==> config.mk <==
export PLATFORM = sky130hd
export DESIGN_NAME = ir_queue
export DESIGN_NICKNAME = d
export VERILOG_FILES = /design/src/rtl/ir_pkg.sv /design/src/rtl/ir_field_decode.sv /design/src/rtl/ir_queue.sv
export SDC_FILE = /design/constraint.sdc
export NUM_CORES = 1
export LEC_CHECK = 0
export ABC_AREA = 0
export ABC_CLOCK_PERIOD_IN_PS = 3800
export BUFFER_PORTS_ARGS = -buffer_cell sky130_fd_sc_hd__buf_2
export CAP_MARGIN = 20
export CORE_MARGIN = 4
export CORE_UTILIZATION = 53
export DETAILED_ROUTE_END_ITERATION = 6
export GPL_ROUTABILITY_DRIVEN = 0
export PLACE_DENSITY = 0.82
export SLEW_MARGIN = 20
export SYNTH_ARGS = -nofsm -noshare
export SYNTH_HDL_FRONTEND = slang
export SYNTH_HIERARCHICAL = 1
export SYNTH_SLANG_ARGS = --single-unit
==> constraint.sdc <==
create_clock -name clk -period 3.8 [get_ports clk]
set_clock_uncertainty 0.2 [all_clocks]
set_input_delay 0.19 -clock clk [delete_from_list [all_inputs] [get_ports clk]]
set_output_delay 0.19 -clock clk [all_outputs]
set_load 0.005 [all_outputs]
==> src/rtl/ir_pkg.sv <==
// ir_pkg: shared instruction field positions, NOP word and decoded-field struct
package ir_pkg;
    localparam int OP_HI = 31, OP_LO = 26;
    localparam int RS_HI = 25, RS_LO = 21;
    localparam int RT_HI = 20, RT_LO = 16;
    localparam int RD_HI = 15, RD_LO = 11;
    localparam int SH_HI = 10, SH_LO = 6;
    localparam int FN_HI = 5,  FN_LO = 0;
    localparam int I16_HI = 15, I16_LO = 0;
    localparam int I26_HI = 25, I26_LO = 0;
    localparam logic [31:0] NOP_WORD = 32'h0;

    typedef struct packed {
        logic [5:0]  op;
        logic [4:0]  rs;
        logic [4:0]  rt;
        logic [4:0]  rd;
        logic [4:0]  shamt;
        logic [5:0]  funct;
        logic [15:0] imm16;
        logic [25:0] imm26;
    } ir_fields_t;
endpackage

==> src/rtl/ir_field_decode.sv <==
// ir_field_decode: splits an instruction word into MIPS fields and extends Imm16
module ir_field_decode
    import ir_pkg::*;
(
    input  logic [31:0] word,
    input  logic        ext_sel,
    output ir_fields_t  fields,
    output logic [31:0] imm_ext
);
    always_comb begin
        fields.op    = word[OP_HI:OP_LO];
        fields.rs    = word[RS_HI:RS_LO];
        fields.rt    = word[RT_HI:RT_LO];
        fields.rd    = word[RD_HI:RD_LO];
        fields.shamt = word[SH_HI:SH_LO];
        fields.funct = word[FN_HI:FN_LO];
        fields.imm16 = word[I16_HI:I16_LO];
        fields.imm26 = word[I26_HI:I26_LO];
        imm_ext      = {{16{ext_sel & word[I16_HI]}}, word[I16_HI:I16_LO]};
    end
endmodule

==> src/rtl/ir_queue.sv <==
// ir_queue: circular instruction-register queue with PC tags, flush and head decode
module ir_queue
    import ir_pkg::*;
#(
    parameter int DEPTH = 4,
    parameter int PCW   = 32
) (
    input  logic                       clk,
    input  logic                       rst_n,
    input  logic                       flush,
    input  logic                       push,
    input  logic [31:0]                in_instr,
    input  logic [PCW-1:0]             in_pc,
    output logic                       in_ready,
    input  logic                       pop,
    input  logic                       ext_sel,
    output logic                       out_valid,
    output logic [31:0]                oIR,
    output logic [PCW-1:0]             oPC,
    output logic [5:0]                 Op,
    output logic [5:0]                 Funct,
    output logic [4:0]                 rs,
    output logic [4:0]                 rt,
    output logic [4:0]                 rd,
    output logic [4:0]                 shamt,
    output logic [15:0]                Imm16,
    output logic [25:0]                Imm26,
    output logic [31:0]                imm_ext,
    output logic [$clog2(DEPTH+1)-1:0] count
);
    localparam int AW = $clog2(DEPTH);
    localparam int CW = $clog2(DEPTH + 1);

    logic [31:0]    mem_ir [DEPTH];
    logic [PCW-1:0] mem_pc [DEPTH];
    logic [AW-1:0]  wr_ptr, rd_ptr;
    logic           do_push, do_pop;
    ir_fields_t     f;

    assign in_ready  = count != CW'(DEPTH);
    assign out_valid = count != '0;
    assign do_push   = push & in_ready;
    assign do_pop    = pop & out_valid;

    always_ff @(posedge clk or negedge rst_n) begin
        if (!rst_n) begin
            wr_ptr <= '0;
            rd_ptr <= '0;
            count  <= '0;
            for (int i = 0; i < DEPTH; i++) begin
                mem_ir[i] <= NOP_WORD;
                mem_pc[i] <= '0;
            end
        end else if (flush) begin
            wr_ptr <= '0;
            rd_ptr <= '0;
            count  <= '0;
        end else begin
            if (do_push) begin
                mem_ir[wr_ptr] <= in_instr;
                mem_pc[wr_ptr] <= in_pc;
                wr_ptr         <= wr_ptr + 1'b1;
            end
            if (do_pop)
                rd_ptr <= rd_ptr + 1'b1;
            count <= count + CW'(do_push) - CW'(do_pop);
        end
    end

    // an empty queue presents a NOP so the controller never decodes a stale word
    assign oIR = out_valid ? mem_ir[rd_ptr] : NOP_WORD;
    assign oPC = out_valid ? mem_pc[rd_ptr] : '0;

    ir_field_decode u_dec (
        .word    (oIR),
        .ext_sel (ext_sel),
        .fields  (f),
        .imm_ext (imm_ext)
    );

    assign Op    = f.op;
    assign rs    = f.rs;
    assign rt    = f.rt;
    assign rd    = f.rd;
    assign shamt = f.shamt;
    assign Funct = f.funct;
    assign Imm16 = f.imm16;
    assign Imm26 = f.imm26;
endmodule

==> results of run 1 <==
-- per-stage QoR --
stage	total power, mW	hold WS (ns)	util, %
4_1_cts	13.2	0.210	61.4
2_1_floorplan	9.45	-0.306	-
5_1_grt	13.9	0.245	61.4
3_5_place_dp	10.4	0.189	55.3
6_report	13.1	0.145	61.4
3_3_place_gp	10.3	0.180	55.3
-- cell type report --
type | count | area (um^2) | area share, %
inverter | 6 | 22.5 | 0.141
timing repair buffer | 330 | 2120 | 13.3
tap | 335 | 419 | 2.63
clock inverter | 5 | 50.0 | 0.314
antenna | 1 | 2.50 | 0.0157
sequential | 263 | 6590 | 41.3
clock buffer | 44 | 832 | 5.22
multi-input combinational | 417 | 5910 | 37.1
-- kinds of logic (layout without fill, tap and decap cells) --
| family | Yosys count | count (layout) | synth area share (%) |
|---|---|---|---|
| flip-flops | 263 | 263 | 47.1 |
| buffers and inverters | 162 | 385 | 10.6 |
| AO/OA/AOI/OAI | 3 | 3 | 0.170 |
| AND/OR/NAND/NOR | 83 | 83 | 3.81 |
| other | 0 | 1 | 0 |
| adder cells (fa/ha/maj) | 7 | 7 | 0.681 |
| XOR/XNOR | 3 | 3 | 0.188 |
| multiplexers | 321 | 321 | 37.5 |
-- layer usage --
metal	wire (um)	vias to the layer above	global-route usage [%]
li1	-	3294	-
met3	1380	46	3.11
met5	0	-	0
met4	568	0	4.34
met2	14000	194	32.3
met1	12100	3857	25.9
-- layout by cell type (no fill, tap or decap), types with 2 or more instances in the layout --
master         count
buf_12             6
mux4_2            64
ha_1               6
mux2_2            17
clkinv_2           4
nor2_1             6
dfrtp_4            2
buf_2            243
clkbuf_1          10
and3_4             4
o31ai_1            2
dfrtp_1          261
xor2_1             3
clkbuf_16         29
buf_4             11
and2_1            66
dlygate4sd3_1     69
clkbuf_8           5
inv_1              6
mux2_4           240
-- worst max-delay path: stages, from the launching register on --
cell and delay, ns:
dfrtp_1 0.47, or3_2 0.84, and2_1 0.31, and2_1 0.27, buf_2 0.19
-- power by group through the flow --
stage	Sequential [mW]	Clock, mW	Combinational, mW
finish	4.88	2.63	5.58
floorplan	4.52	0	4.93
global placement	4.82	0	5.45
global route	5.04	2.82	6.04
detailed placement	4.88	0	5.57
CTS	4.88	2.69	5.65
-- sequential cells by signal (all words and copies together), names as in the netlist --
| name | count |
|---|---|
| count | 3 |
| mem_ir | 128 |
| mem_pc | 128 |
| rd_ptr | 2 |
| wr_ptr | 2 |
-- path summary, 6_finish.rpt --
check                              end  slack, ns  cells after the start
min reg2reg                 mem_pc[32]       0.30                      1
max                        imm_ext[31]       0.78                      4
max reg2reg                   count[2]       0.95                     11
max in group asynchronous   mem_ir[17]       2.28                      3
min                          wr_ptr[0]       0.15                      2
min in group clk            mem_ir[19]       0.28                      3
==> impl_metrics.py, run 1 <==
metrics = {
    "synth": {
        "synth_edf_count": 0,
        "netlist_area_mm2": 0.0140,
        "synthCells": 842,
        "syn_avg_cell_area_um2": 16.6,
        "syn_nets": 919,
        "synth-async-reset-ratio_pct": 100,
        "synth_cell_type_count": 26,
        "synth_most_common_cell": "dfrtp_1",
        "yosysTopAreaCell": "dfrtp_1",
        "synth.ff_latch_count": 263,
        "synthTopCellsByCount": "dfrtp_1, mux2_4, buf_4",
        "netlist.area_leader.share_pct": 47.1,
        "yosys_warnings": 6,
        "yosys-top-cells-area": "dfrtp_1, mux2_4, mux4_2",
        "synth_seq_area_share_pct": 47.1,
        "synth_flop_cell": "dfrtp_1",
    },
    "clock_tree": {
        "clock_sinks": 263,
        "cts_tree": "yes",
        "cts_hold_buf": 69,
        "root_buffer": "clkbuf_16",
        "post-cts-setup-buffer-count": 0,
        "htreeDepth": 1,
        "cts_buffer_depth": 3,
        "cts_resized": 0,
        "numCtsBuffers": 29,
        "clkTransAtPathRegs_ns": 0.06,
        "clock_latency_ns": 0.53,
    },
    "power_and_ir_drop": {
        "pwr-share-comb_pct": 42.7,
        "power.leakage_nw": 7.61,
        "power.ir.vdd_worst_mv": 0.594,
        "p_clk_share_pct": 20.1,
        "pwr-share-seq_pct": 37.3,
        "p_int_mw": 9.23,
        "p_switching_mw": 3.86,
        "p_per_area_mw_per_mm2": 820,
        "p_sw_share_pct": 29.5,
    },
    "detailed_routing": {
        "first_iter_violations": 286,
        "antenna_left": 0,
        "wirelength_um": 28000,
        "drc": 0,
        "drt-pass1-iter-count": 5,
        "viasPerCell": 5.28,
        "wire_per_inst_um": 20.0,
        "vias": 7391,
    },
    "global_routing": {
        "grt_pass1_vias": 8131,
        "grt_pass1_wl_um": 44700,
        "antenna_found_initial": 1,
        "grt-ovfl-total": 0,
        "grtUsageTotal_pct": 19.0,
        "grt_max_degree": 134,
    },
    "floorplan": {
        "core_area_mm2": 0.0260,
        "die_area_mm2": 0.0290,
        "std_cell_rows": 59,
        "pin_count": 245,
        "initial_utilization_pct": 53.8,
        "die_height_um": 170,
        "dieWidth_um": 170,
    },
    "final_layout": {
        "area.growth.synth_to_final_pct": 14.2,
        "layout-drive-gt1-share_pct": 59.2,
        "post-route-cell-area_mm2": 0.0160,
        "fillers": 1916,
        "layout.nets": 1124,
        "final_cells": 1401,
    },
    "sta": {
        "worstMarginPinSlew_ns": 0.992,
        "slew_viol_final": 0,
        "setup_viol": 0,
        "relSlewSlack_pct": 33.9,
        "period_share_pct": 79.5,
        "fin_crit_ns": 3.02,
        "max_freq_mhz": 331,
        "setup_tns_ns": 0,
        "fin_ws_ns": 0.779,
        "finalHoldViolations": 0,
        "grt_setup_unrepaired": "false",
    },
    "flow_run": {
        "maxCapViolations": 0,
    },
    "placement": {
        "dpl_cell_area_mm2": 0.0144,
        "port-buffer-count": 244,
        "post-place-ws_ns": 1.00,
        "dp_cells": 1282,
        "dp_hpwl_um": 16900,
    },
    "critical_path": {
        "startpoint_type": "flip-flop",
        "r2r-start": "count[1]",
        "worstSetupEndpointType": "output pin",
        "criticalPathCategory": "flip-flop to output pin",
        "arrival_ns": 2.63,
        "critPathLaunch": "count[1]",
        "crit_fanout": 35,
        "required_ns": 3.41,
    },
    "worst_hold_path": {
        "hp-class": "primary input to asynchronous set/reset pin",
    },
    "outcome": {
        "outcome": "complete, no violations",
    },
}
Power figures use the tool's default switching activity.
==> inputs of run 2 (changes only) <==
--- a/config.mk
+++ b/config.mk
@@ -6,14 +6,14 @@
 export NUM_CORES = 1
 export LEC_CHECK = 0
 export ABC_AREA = 0
-export ABC_CLOCK_PERIOD_IN_PS = 3800
+export ABC_CLOCK_PERIOD_IN_PS = 2600
 export BUFFER_PORTS_ARGS = -buffer_cell sky130_fd_sc_hd__buf_2
 export CAP_MARGIN = 20
 export CORE_MARGIN = 4
-export CORE_UTILIZATION = 53
+export CORE_UTILIZATION = 51
 export DETAILED_ROUTE_END_ITERATION = 6
 export GPL_ROUTABILITY_DRIVEN = 0
-export PLACE_DENSITY = 0.82
+export PLACE_DENSITY = 0.83
 export SLEW_MARGIN = 20
 export SYNTH_ARGS = -nofsm -noshare
 export SYNTH_HDL_FRONTEND = slang
==> constraint.sdc (replaced) <==
create_clock -name clk -period 2.6 [get_ports clk]
set_clock_uncertainty 0.2 [all_clocks]
set_input_delay 0.13 -clock clk [delete_from_list [all_inputs] [get_ports clk]]
set_output_delay 0.13 -clock clk [all_outputs]
set_load 0.005 [all_outputs]
==> run 2 against run 1 <==
Utilization down 1.4 points. Critical path type is now flip-flop to flip-flop. Global-route usage up 0.37 points. Flip-flop and latch count unchanged. Critical endpoint is now count[2]. Largest cell class unchanged. Critical path depth up 7.
==> impl_metrics.py, run 2 (same netlist as run 1, synthesis figures left out) <==
metrics = {
    "global_routing": {
        "grt_pass1_vias": 8578,
        "grt-ovfl-total": 0,
        "grt_pass1_wl_um": 48000,
        "grtUsageTotal_pct": 19.4,
        "antenna_found_initial": 1,
        "grt_max_degree": 67,
    },
    "clock_tree": {
        "numCtsBuffers": 27,
        "htreeDepth": 1,
        "clkTransAtPathRegs_ns": 0.06,
        "cts_tree": "yes",
        "clock_latency_ns": 0.52,
        "clock_sinks": 263,
        "root_buffer": "clkbuf_16",
        "cts_buffer_depth": 3,
    },
    "sta": {
        "finalHoldViolations": 0,
        "slew_viol_final": 0,
        "max_freq_mhz": 392,
        "relSlewSlack_pct": 53.4,
        "worstMarginPinSlew_ns": 0.699,
        "grt_setup_unrepaired": "true",
        "setup_tns_ns": 0,
        "fin_crit_ns": 2.55,
        "setup_viol": 0,
        "period_share_pct": 98.2,
    },
    "detailed_routing": {
        "wirelength_um": 29300,
        "antenna_left": 0,
        "drt-pass1-iter-count": 4,
        "drc": 0,
        "viasPerCell": 5.37,
        "first_iter_violations": 415,
        "wire_per_inst_um": 20.6,
        "vias": 7629,
    },
    "floorplan": {
        "std_cell_rows": 60,
        "die_height_um": 174,
        "pin_count": 245,
        "initial_utilization_pct": 51.8,
        "core_area_mm2": 0.0270,
        "die_area_mm2": 0.0301,
        "dieWidth_um": 174,
    },
    "final_layout": {
        "area.growth.synth_to_final_pct": 15.8,
        "final_common_cell": "dfrtp_1",
        "layout.nets": 1135,
        "largestRegisters": "mem_ir x128, mem_pc x128, count x3",
        "layout-drive-gt1-share_pct": 62.2,
        "post-route-cell-area_mm2": 0.0162,
        "final_cell_mix": "dfrtp_1, buf_2, mux2_4",
    },
    "placement": {
        "port-buffer-count": 244,
        "dp_hpwl_um": 18100,
        "dpl_cell_area_mm2": 0.0145,
    },
    "critical_path": {
        "crit_fanout": 3,
        "worstSetupEndpointType": "flip-flop",
        "r2r-start": "count[0]",
        "r2r-end": "count[2]",
        "path_common_cell": "inv_2",
        "cpLargestDelayFamily": "simple AND/OR/NAND/NOR gates",
        "cp_slowest_cell": "dfrtp_1",
        "arrival_ns": 2.80,
        "crit_path_cell_trace": "or3b_1, and2_4, inv_2, ha_4, inv_1, ha_2, inv_2, fa_2, xor2_1, and2_1, nor3_2",
        "cp.buffers_inverters": 3,
        "startpoint_type": "flip-flop",
        "r2r_cells": 11,
        "reg2reg_setup_slack_ns": 0.05,
        "required_ns": 2.84,
        "criticalPathCategory": "flip-flop to flip-flop",
        "slowest_delay_ns": 0.40,
    },
    "flow_run": {
        "maxCapViolations": 0,
    },
    "worst_hold_path": {
        "hp-class": "primary input to asynchronous set/reset pin",
    },
    "outcome": {
        "outcome": "complete, no violations",
    },
    "power_and_ir_drop": {
        "power.leakage_nw": 7.70,
        "power.ir.vdd_worst_mv": 0.747,
        "p_per_area_mw_per_mm2": 1210,
    },
}
run 2: changes by cell type in the layout (fill, tap and decap cells not counted), sizes merged:
cell / delta
buf: +14
clkbuf: -11
clkinv: +5
clkinvlp: +5
bufinv: +1
dlygate4sd3: -1
run 2: routing by layer:
| metal | global-route usage [%] | up-vias | wire length [um] |
|---|---|---|---|
| li1 | - | 3321 | - |
| met5 | 0 | - | 0 |
| met4 | 4.22 | 0 | 532 |
| met1 | 25.9 | 4046 | 12600 |
| met2 | 33.6 | 221 | 14900 |
| met3 | 3.05 | 41 | 1270 |
run 2: final cells by class:
class                      count  area (um^2)
fill                        1907        10800
sequential                   263         6590
multi-input combinational    417         5970
timing repair buffer         343         2270
clock buffer                  33          738
tap                          341          427
clock inverter                16          146
inverter                       6         22.5
antenna                        1         2.50
run 2: worst register-to-register path, delay by kind of cell (launching register included):
kind          cells  cell delay, ns
flops             1            0.40
fa+ha+maj         3            0.70
buf+inv           3            0.16
xor+xnor          1            0.16
simple gates      4            0.86
run 2: what timing repair did:
item / in CTS / in global routing
hold buffers: 69 / 0
hold endpoints to repair: 526 / 0
endpoints found under the setup margin: 157 / 92
resized for setup: 6 / 20
buffers inserted: 3 / 1
run 2: how the worst max path moves through the flow:
| stage | end | startpoint | slack (ns) | depth (start not counted) |
|---|---|---|---|---|
| after floorplan | count[2] | count[1] | 0.007 | 12 |
| after global placement | count[2] | count[2] | 0.11 | 11 |
| after detailed placement | count[2] | count[0] | -0.02 | 11 |
| after CTS | count[2] | count[0] | 0.0005 | 11 |
| after global routing | count[2] | count[1] | -0.04 | 11 |
| final | count[2] | count[0] | 0.05 | 11 |
run 2: report_power, final:
part           internal, mW  switching [mW]  total, mW
Sequential             5.93            1.09       7.02
Combinational          5.54            3.17       8.71
Clock                  2.22            1.64       3.86
Total                  13.7            5.90       19.6
run 2: stage by stage:
step / hold WS (ns) / worst slack [ns] / util [%] / power [mW] / cells
6_report: 0.0655 / 0.0480 / 60.0 / 19.6 / 1420
2_1_floorplan: -0.366 / 0.00731 / - / 13.8 / 842
5_1_grt: 0.0901 / -0.0419 / 60.0 / 20.7 / 1420
4_1_cts: 0.0505 / 0.000463 / 59.8 / 19.6 / 1418
3_3_place_gp: -0.0959 / 0.105 / 53.8 / 15.2 / 1297
3_5_place_dp: -0.0956 / -0.0228 / 53.8 / 15.5 / 1297
==> inputs of run 3 (changes only) <==
--- a/config.mk
+++ b/config.mk
@@ -9,11 +9,13 @@
 export ABC_CLOCK_PERIOD_IN_PS = 2600
 export BUFFER_PORTS_ARGS = -buffer_cell sky130_fd_sc_hd__buf_2
 export CAP_MARGIN = 20
+export CELL_PAD_IN_SITES_DETAIL_PLACEMENT = 2
+export CELL_PAD_IN_SITES_GLOBAL_PLACEMENT = 2
 export CORE_MARGIN = 4
-export CORE_UTILIZATION = 51
+export CORE_UTILIZATION = 37
 export DETAILED_ROUTE_END_ITERATION = 6
 export GPL_ROUTABILITY_DRIVEN = 0
-export PLACE_DENSITY = 0.83
+export PLACE_DENSITY = 0.84
 export SLEW_MARGIN = 20
 export SYNTH_ARGS = -nofsm -noshare
 export SYNTH_HDL_FRONTEND = slang
==> run 3 against run 2 <==
The run now ends with negative setup slack left. Global-route usage fell by 0.90 points. First-iteration DRC count fell by 29%. Setup slack got worse by 0.052 ns. Sequential share of layout area fell by 2.9 points. Flip-flop and latch count did not move. Largest power group unchanged.
==> impl_metrics.py, run 3 (same netlist as run 1, synthesis figures left out) <==
metrics = {
    "critical_path": {
        "startpoint_type": "flip-flop",
        "reg2reg_setup_slack_ns": 0.09,
        "crit_path_cell_trace": "buf_12, buf_16, mux4_2, and2_4, buf_2",
        "slowest_delay_ns": 0.54,
        "arrival_ns": 2.27,
        "r2r-start": "count[1]",
        "crit_fanout": 11,
        "criticalPathCategory": "flip-flop to output pin",
        "cp_slowest_cell": "mux4_2",
        "r2r-end": "count[2]",
        "r2r_cells": 11,
        "worstSetupEndpointType": "output pin",
        "required_ns": 2.27,
    },
    "global_routing": {
        "grt_pass1_wl_um": 59700,
        "gr-usage-met3_pct": 3.14,
        "grt_pass1_vias": 9386,
        "grt-ovfl-total": 0,
        "grt_max_degree": 66,
        "use_met2_pct": 34.8,
        "grtUsageTotal_pct": 18.5,
        "antenna_found_initial": 1,
        "busiest_layer": "met2",
        "grt_use_met1_pct": 22.0,
    },
    "clock_tree": {
        "clock_latency_ns": 0.57,
        "cts_buffer_depth": 3,
        "root_buffer": "clkbuf_16",
        "cts_tree": "yes",
        "clkTransAtPathRegs_ns": 0.06,
        "htreeDepth": 1,
        "numCtsBuffers": 31,
        "clock_sinks": 263,
    },
    "floorplan": {
        "std_cell_rows": 70,
        "initial_utilization_pct": 37.8,
        "pin_count": 245,
        "dieWidth_um": 202,
        "die_height_um": 202,
        "core_area_mm2": 0.0370,
        "die_area_mm2": 0.0409,
    },
    "sta": {
        "period_share_pct": 100,
        "relSlewSlack_pct": 54.0,
        "hold_ws_ns": 0.182,
        "fin_ws_ns": -0.00424,
        "grt_setup_unrepaired": "true",
        "fin_crit_ns": 2.60,
        "worstMarginPinSlew_ns": 0.689,
        "setup_viol": 2,
        "finalHoldViolations": 0,
        "max_freq_mhz": 384,
        "slew_viol_final": 0,
    },
    "detailed_routing": {
        "antenna_left": 0,
        "wire_per_inst_um": 25.5,
        "drt-pass1-iter-count": 4,
        "first_iter_violations": 293,
        "vias": 7894,
        "drc": 0,
        "viasPerCell": 4.92,
        "wirelength_um": 40900,
    },
    "power_and_ir_drop": {
        "power.ir.vdd_worst_mv": 0.604,
        "p_per_area_mw_per_mm2": 1310,
        "power.leakage_nw": 8.08,
        "total_power_mw": 22.8,
    },
    "final_layout": {
        "fillers": 3436,
        "layout.nets": 1155,
        "final_common_cell": "dfrtp_1",
        "area.growth.synth_to_final_pct": 24.7,
        "layout-drive-gt1-share_pct": 65.6,
        "final_cell_mix": "dfrtp_1, mux2_4, buf_2",
        "largestRegisters": "mem_ir x128, mem_pc x128, count x3",
    },
    "outcome": {
        "violations": "negative setup slack",
        "outcome": "finished, violations left",
    },
    "placement": {
        "port-buffer-count": 244,
        "dp_hpwl_um": 22600,
    },
    "worst_hold_path": {
        "min_from": "in_pc[17]",
        "hp-class": "primary input to flip-flop",
        "worstHoldPathCells": 3,
        "hold_path_end": "mem_pc[81]",
    },
    "flow_run": {
        "maxCapViolations": 0,
    },
}
## run 3: cell types whose count changed in the layout (fill, tap and decap cells not counted), moves of 3 or more
cell / delta
buf_2: -77
buf_6: +77
and2_4: +32
and2_1: -31
buf_12: +7
clkbuf_16: +7
clkinvlp_4: -5
buf_16: +4
clkbuf_8: +4
clkbuf_1: +3
## run 3: repair_timing
item                                    CTS  global route
hold buffers                             70             0
hold endpoints to repair                526             0
pin swaps                                 2             5
endpoints found under the setup margin  167           127
cloned                                    3             4
buffers inserted                         11             3
gates resized for setup                  24           121
## run 3: worst max path at each step
stage | start | end | slack (ns) | cells after the start
after floorplan | count[1] | count[2] | 0.007 | 12
after global placement | count[1] | count[2] | 0.07 | 11
after detailed placement | count[2] | count[2] | 0.0007 | 11
after CTS | rd_ptr[0] | Imm16[13] | -0.05 | 5
after global routing | rd_ptr[0] | rd[3] | -0.08 | 5
final | rd_ptr[0] | rd[3] | -0.004 | 5
## run 3: critical path, delay by kind of cell (launching register included)
| family | cells | cell delay, ns |
|---|---|---|
| mux | 1 | 0.54 |
| buf+inv | 3 | 0.48 |
| flops | 1 | 0.47 |
| simple gates | 1 | 0.20 |
## run 3: per-stage QoR
stage | instance area, um^2 | setup slack [ns] | setup TNS [ns] | instances | utilization (%)
floorplan | 14000 | 0.00731 | 0 | 842 | -
finish | 17400 | -0.00424 | -0.00781 | 1604 | 47.1
detailed placement | 14800 | 0.000727 | 0 | 1459 | 39.9
global placement | 14800 | 0.0749 | 0 | 1459 | 39.9
global route | 17400 | -0.0760 | -3.90 | 1604 | 47.1
CTS | 16700 | -0.0468 | -1.47 | 1597 | 45.3
## run 3: where the power goes
group | switching [mW] | leakage (nW) | internal (mW)
registers | 1.27 | 3.30 | 5.94
logic | 4.14 | 4.28 | 7.09
clock network | 1.75 | 0.507 | 2.59
total | 7.17 | 8.08 | 15.6
## run 3: layout make-up
cell class	instances	area [um^2]	share of cell area, %
diodes	1	2.50	0.0144
clock buffers	44	905	5.19
clock inverters	10	106	0.610
inverters	6	22.5	0.129
multi-input cells	418	6070	34.8
flip-flops and latches	263	6590	37.8
well taps	504	631	3.62
repair buffers	358	3100	17.8
## run 3: per-layer routing
layer | routed length, um | up-vias | part of all wire, %
met5 | 0 | - | 0
met4 | 887 | 0 | 2.2
met3 | 1600 | 53 | 3.9
met2 | 22300 | 213 | 55
met1 | 16100 | 4273 | 39
li1 | - | 3355 | -
